===== src/rtl/multi_edge_detect_amisha.sv =====
// Multi-channel synchronised edge detector with sticky pending flags,
// shared irq and saturating event counter. Define DEBOUNCE_EN for debounce.
module multi_edge_detect_amisha #(
  parameter int N           = 8,
  parameter int SYNC_STAGES = 2,
  parameter int CNT_W       = 16,
  parameter int DEB_CYCLES  = 4
) (
  input  logic             clk_amisha,
  input  logic             reset_amisha,
  input  logic [N-1:0]     level_amisha,
  input  logic [2*N-1:0]   mode_amisha,
  input  logic [N-1:0]     clr_amisha,
  input  logic             cnt_clr_amisha,
  output logic [N-1:0]     tick_amisha,
  output logic [N-1:0]     pend_amisha,
  output logic             irq_amisha,
  output logic [CNT_W-1:0] cnt_amisha
);

  localparam int PW = $clog2(N + 1);
  localparam int SW = CNT_W + PW;

  typedef enum logic {
    LOW  = 1'b0,
    HIGH = 1'b1
  } lvl_e;

  if (N < 1 || N > 32) begin : g_bad_n
    $error("N out of range");
  end
  if (SYNC_STAGES < 2) begin : g_bad_sync
    $error("SYNC_STAGES must be >= 2");
  end
  if (DEB_CYCLES < 1) begin : g_bad_deb
    $error("DEB_CYCLES must be >= 1");
  end

`ifdef DEBOUNCE_EN
  localparam int DEB_W = $clog2(DEB_CYCLES) + 1;
`endif

  logic [SYNC_STAGES-1:0][N-1:0] sync;
  logic [N-1:0]                  s;
  logic [N-1:0]                  f;
  logic [N-1:0]                  qual;
  logic [PW-1:0]                 inc;
  logic [CNT_W-1:0]              base;
  logic [SW-1:0]                 sum;
  logic [CNT_W-1:0]              cnt_nx;

  always_ff @(posedge clk_amisha or posedge reset_amisha) begin
    if (reset_amisha) begin
      sync <= '0;
    end else begin
      sync <= {sync[SYNC_STAGES-2:0], level_amisha};
    end
  end

  assign s = sync[SYNC_STAGES-1];

  for (genvar i = 0; i < N; i++) begin : g_ch
    lvl_e state;
    lvl_e state_nx;
    logic take;
    logic rise;
    logic fall;

`ifdef DEBOUNCE_EN
    logic [DEB_W-1:0] deb;

    // Accept the new level only after it has differed for DEB_CYCLES cycles
    assign take = (deb == DEB_W'(DEB_CYCLES - 1));

    always_ff @(posedge clk_amisha or posedge reset_amisha) begin
      if (reset_amisha) begin
        deb <= '0;
      end else if (s[i] == f[i] || take) begin
        deb <= '0;
      end else begin
        deb <= deb + 1'b1;
      end
    end
`else
    assign take = 1'b1;
`endif

    always_ff @(posedge clk_amisha or posedge reset_amisha) begin
      if (reset_amisha) begin
        state <= LOW;
      end else begin
        state <= state_nx;
      end
    end

    always_comb begin
      state_nx = state;
      rise     = 1'b0;
      fall     = 1'b0;
      unique case (state)
        LOW: begin
          if (take && s[i]) begin
            state_nx = HIGH;
            rise     = 1'b1;
          end
        end
        HIGH: begin
          if (take && !s[i]) begin
            state_nx = LOW;
            fall     = 1'b1;
          end
        end
        default: state_nx = LOW;
      endcase
    end

    assign f[i]    = (state == HIGH);
    assign qual[i] = (rise & mode_amisha[2*i])
                   | (fall & mode_amisha[2*i+1]);
  end

  always_comb begin
    inc = '0;
    for (int i = 0; i < N; i++) begin
      inc = inc + PW'(qual[i]);
    end
  end

  // Clear is applied before this cycle's edges are added
  assign base   = cnt_clr_amisha ? '0 : cnt_amisha;
  assign sum    = SW'(base) + SW'(inc);
  assign cnt_nx = (|sum[SW-1:CNT_W]) ? '1 : sum[CNT_W-1:0];

  always_ff @(posedge clk_amisha or posedge reset_amisha) begin
    if (reset_amisha) begin
      tick_amisha <= '0;
      pend_amisha <= '0;
      cnt_amisha  <= '0;
    end else begin
      tick_amisha <= qual;
      pend_amisha <= (pend_amisha & ~clr_amisha) | qual;
      cnt_amisha  <= cnt_nx;
    end
  end

  assign irq_amisha = |pend_amisha;

endmodule


===== config.mk =====
export PLATFORM = sky130hd
export DESIGN_NAME = multi_edge_detect_amisha
export DESIGN_NICKNAME = d
export VERILOG_FILES = /design/src/rtl/multi_edge_detect_amisha.sv
export SDC_FILE = /design/constraint.sdc
export NUM_CORES = 1
export LEC_CHECK = 0
export CORE_ASPECT_RATIO = 0.9
export CORE_UTILIZATION = 35
export DETAILED_ROUTE_END_ITERATION = 6
export GPL_TIMING_DRIVEN = 0
export REMOVE_ABC_BUFFERS = 1
export SLEW_MARGIN = 20
export SYNTH_ARGS = -nofsm -noshare
export SYNTH_HDL_FRONTEND = slang
export SYNTH_SLANG_ARGS = --single-unit

===== constraint.sdc =====
create_clock -name clk_amisha -period 4.95 [get_ports clk_amisha]
set_input_delay 1.485 -clock clk_amisha [delete_from_list [all_inputs] [get_ports clk_amisha]]
set_output_delay 1.485 -clock clk_amisha [all_outputs]
set_load 0.02 [all_outputs]

==> metrics <==
status completed; synthesized cell area 0.002296 mm²; Tot Pwr 1.062 mW; number of synthesized flops with an enable pin 0; DR pass1 iterations 4; setup_tns 0 ns; RSZ-0062 raised after global routing false; register area 0.001401 mm²; crit-path max FO 7; ratio of cells with drive above 1 in the final layout 11.19%; H-tree depth 2; Worst Hold Path Cells 0; maxcap violations 0; DIE HEIGHT 78.84 µm; CTS clock-pin slew for the worst setup and hold paths 0.09 ns; RR Endpoint cnt_amisha[13]$_DFF_PP0_; pin count of the biggest net entering global routing 57; Synth Warn # 0; Synth top area share 61.04%; static leakage 1.534 nW; CP top delay family adder cells; Hold Crit Start sync[2]$_DFF_PP0_; drt first-iter violations 54; Synth area leader dfrtp_1; die width 87.38 µm; final net count 315; Final Wtd Congestion 0.7217; cts bufs inserted 5; worst-skew pair later-pin latency 0.30 ns; Util after Layout 52.48%; CTS tree built; Fin. Hold Viols 0; CTS Hold Bufs 0; aggregate global-route resource usage 14.65%; cell depth of the worst flop-to-flop path 15; Setup crit start kind input pin; kind of critical path in -> reg; fmax 207.1 MHz; full die area 0.006888 mm²; Placed Instance Area 0.003063 mm²; crit-path max cell delay 0.54 ns; Longest Clk Path Bufs 2; post-synthesis register bit count 56; Fillers 579; initial antenna violation count 0; cell breakdown of the critical path dlygate4sd2_1 -> nand3b_1 -> o21ai_2 -> fa_1 -> inv_1 -> fa_1 -> fa_1 -> fa_2 -> inv_2 -> fa_2 -> a21o_2 -> a21oi_4 -> nor3_4 -> buf_4 -> nand4_4 -> o21ai_0; Crit-path slowest cell fa_1; relative slew slack 54.77%; Mapped Cells 189; Crit Reg-Reg Startpoint s[1]$_DFF_PP0_; area of the multi-input gates 849.6 µm²; average size of a mapped cell 12.15 µm²; max-slew violations 0; core area 0.006216 mm²; Min-Delay Path Class reg -> reg; hpwl dp 3230 µm; sequential share of the synthesized area 61.04%; final period utilization 97.57%; I/O Pins 68; Worst EP required 5.10 ns; vias in the first global route 1,657; reg2reg setup slack 1.13 ns; Rows 27; drt wl/cell 13.08 µm; Worst Path Arrival 4.98 ns; final wirelength 4644 µm; Clock Skews 0.005586 ns; VDD IR max 0.1651 mV; Worst Hold End s[2]$_DFF_PP0_; Period minus WS final 4.829 ns; Post-DRT Antenna Nets 0; most frequent CP cell fa_1; ANT cells 0; CTS Root Cell clkbuf_8; largest cells by area after synthesis dfrtp_1, fa_1, o21ai_0; Synth Flop Type dfrtp_1; detailed-route DRC error count 0; DR vias 1,627; Initial Util 36.94%; first-pass GRT wire length 7741 µm; Worst Tran Pin Value 0.6784 ns; Critical Path Sink Type register; GR Overflow Total 0; Post-synth ARST share 100.0%; vias per inst 4.583; Syn-to-layout area delta 42.07%; Synth cell types 35; Power Dens Cells 325.6 mW/mm²; final instance area 0.003262 mm²; PortBufs 67; CTS sink cnt 56; Worst Setup SP mode_amisha[1]; # setup viols final 0; Buf+Inv Stages, Crit Path 4
[per-stage QoR]
stage               setup slack (ns)  instances  hold slack (ns)
detailed placement           -0.8723        341           0.3347
global route                0.005055        355           0.3624
CTS                          0.02435        355           0.3566
finish                        0.1205        355           0.3539
global placement             -0.8616        341           0.3322
floorplan                    0.03119        187           0.3312
[state kept, by name, indices dropped and copies added, names as in the netlist]
signal and cells:
cnt_amisha 16, g_ch.state 8, pend_amisha 8, s 8, sync 8, tick_amisha 8
[synth_stat cells, drive strengths merged, types with 4 or more instances]
cell	count
o21ai	19
a31oi	5
dfrtp	56
nand2	14
fa	5
nor2	6
nand2b	5
xnor2	5
inv	23
xor2	6
ha	6
a21oi	4
nor2b	4
a21o	4
[cell families (layout without fill, tap and decap cells)]
| kind of cell | count (synthesis) | count (layout) | synth area share (%) |
|---|---|---|---|
| AND/OR/NAND/NOR | 47 | 48 | 12.37 |
| adder cells (fa/ha/maj) | 11 | 11 | 7.630 |
| XOR/XNOR | 11 | 11 | 4.196 |
| flip-flops | 56 | 56 | 61.04 |
| buffers and inverters | 25 | 103 | 4.414 |
| AO/OA/AOI/OAI | 39 | 39 | 10.35 |
[layout by cell type, fill, tap and decap left out, types with 2 or more instances in the layout]
| cell | count |
|---|---|
| o2111ai_1 | 2 |
| dfrtp_1 | 56 |
| nand2b_1 | 5 |
| clkdlybuf4s50_1 | 60 |
| and4_1 | 2 |
| xor2_1 | 6 |
| ha_1 | 6 |
| o21ai_0 | 15 |
| a21oi_1 | 3 |
| clkbuf_8 | 5 |
| dlygate4sd2_1 | 7 |
| o211ai_1 | 3 |
| a21o_1 | 3 |
| nor4_1 | 2 |
| nor2b_1 | 4 |
| xnor2_1 | 5 |
| inv_1 | 21 |
| nand4_4 | 2 |
| buf_4 | 7 |
| a31oi_1 | 4 |
| o21ai_2 | 3 |
| nand2_1 | 14 |
| fa_2 | 2 |
| nand3b_1 | 3 |
| fa_1 | 3 |
| nor2_1 | 6 |
[what timing repair did]
action / CTS / global route
gates cloned: 1 / 0
resized for setup: 20 / 2
pin swaps: 17 / 4
setup endpoints to repair: 16 / 16
buffers inserted: 7 / 1
[worst register-to-register path, cell delays in order (launching register included)]
cell	delay, ns
dfrtp_1	0.40
nand3b_1	0.17
o21ai_2	0.10
fa_1	0.44
inv_1	0.08
fa_1	0.42
fa_1	0.53
fa_2	0.22
inv_2	0.04
fa_2	0.36
a21o_2	0.21
a21oi_4	0.20
nor3_4	0.07
buf_4	0.19
nand4_4	0.12
o21ai_0	0.10
[layout make-up]
| class | instances | share of cell area, % |
|---|---|---|
| flip-flops and latches | 56 | 42.96 |
| repair buffers | 74 | 21.90 |
| clock inverters | 1 | 0.9206 |
| multi-input cells | 109 | 26.05 |
| clock buffers | 5 | 2.110 |
| well taps | 87 | 3.337 |
| inverters | 23 | 2.723 |
[report_power, final]
part | total (mW) | internal, mW | leakage, nW | switching, mW
sequential | 0.517 | 0.496 | 0.699 | 0.0204
combinational | 0.267 | 0.136 | 0.785 | 0.131
clock | 0.278 | 0.145 | 0.0501 | 0.133
[per-layer routing]
metal | track usage (%) | routed length (µm) | vias to the layer above
met5 | 0 | 0 | -
met4 | 3.934 | 35 | 0
met3 | 3.638 | 244 | 5
met2 | 23.36 | 2172 | 45
met1 | 19.93 | 2193 | 783
li1 | - | - | 794
[worst max-delay path by stage]
stage                     cells after the start                       end
after CTS                                    16  cnt_amisha[14]$_DFF_PP0_
after global routing                         16  cnt_amisha[15]$_DFF_PP0_
after global placement                       15  cnt_amisha[11]$_DFF_PP0_
final                                        16  cnt_amisha[13]$_DFF_PP0_
after detailed placement                     15  cnt_amisha[13]$_DFF_PP0_
after floorplan                              14  cnt_amisha[10]$_DFF_PP0_
Power figures use the tool's default switching activity.
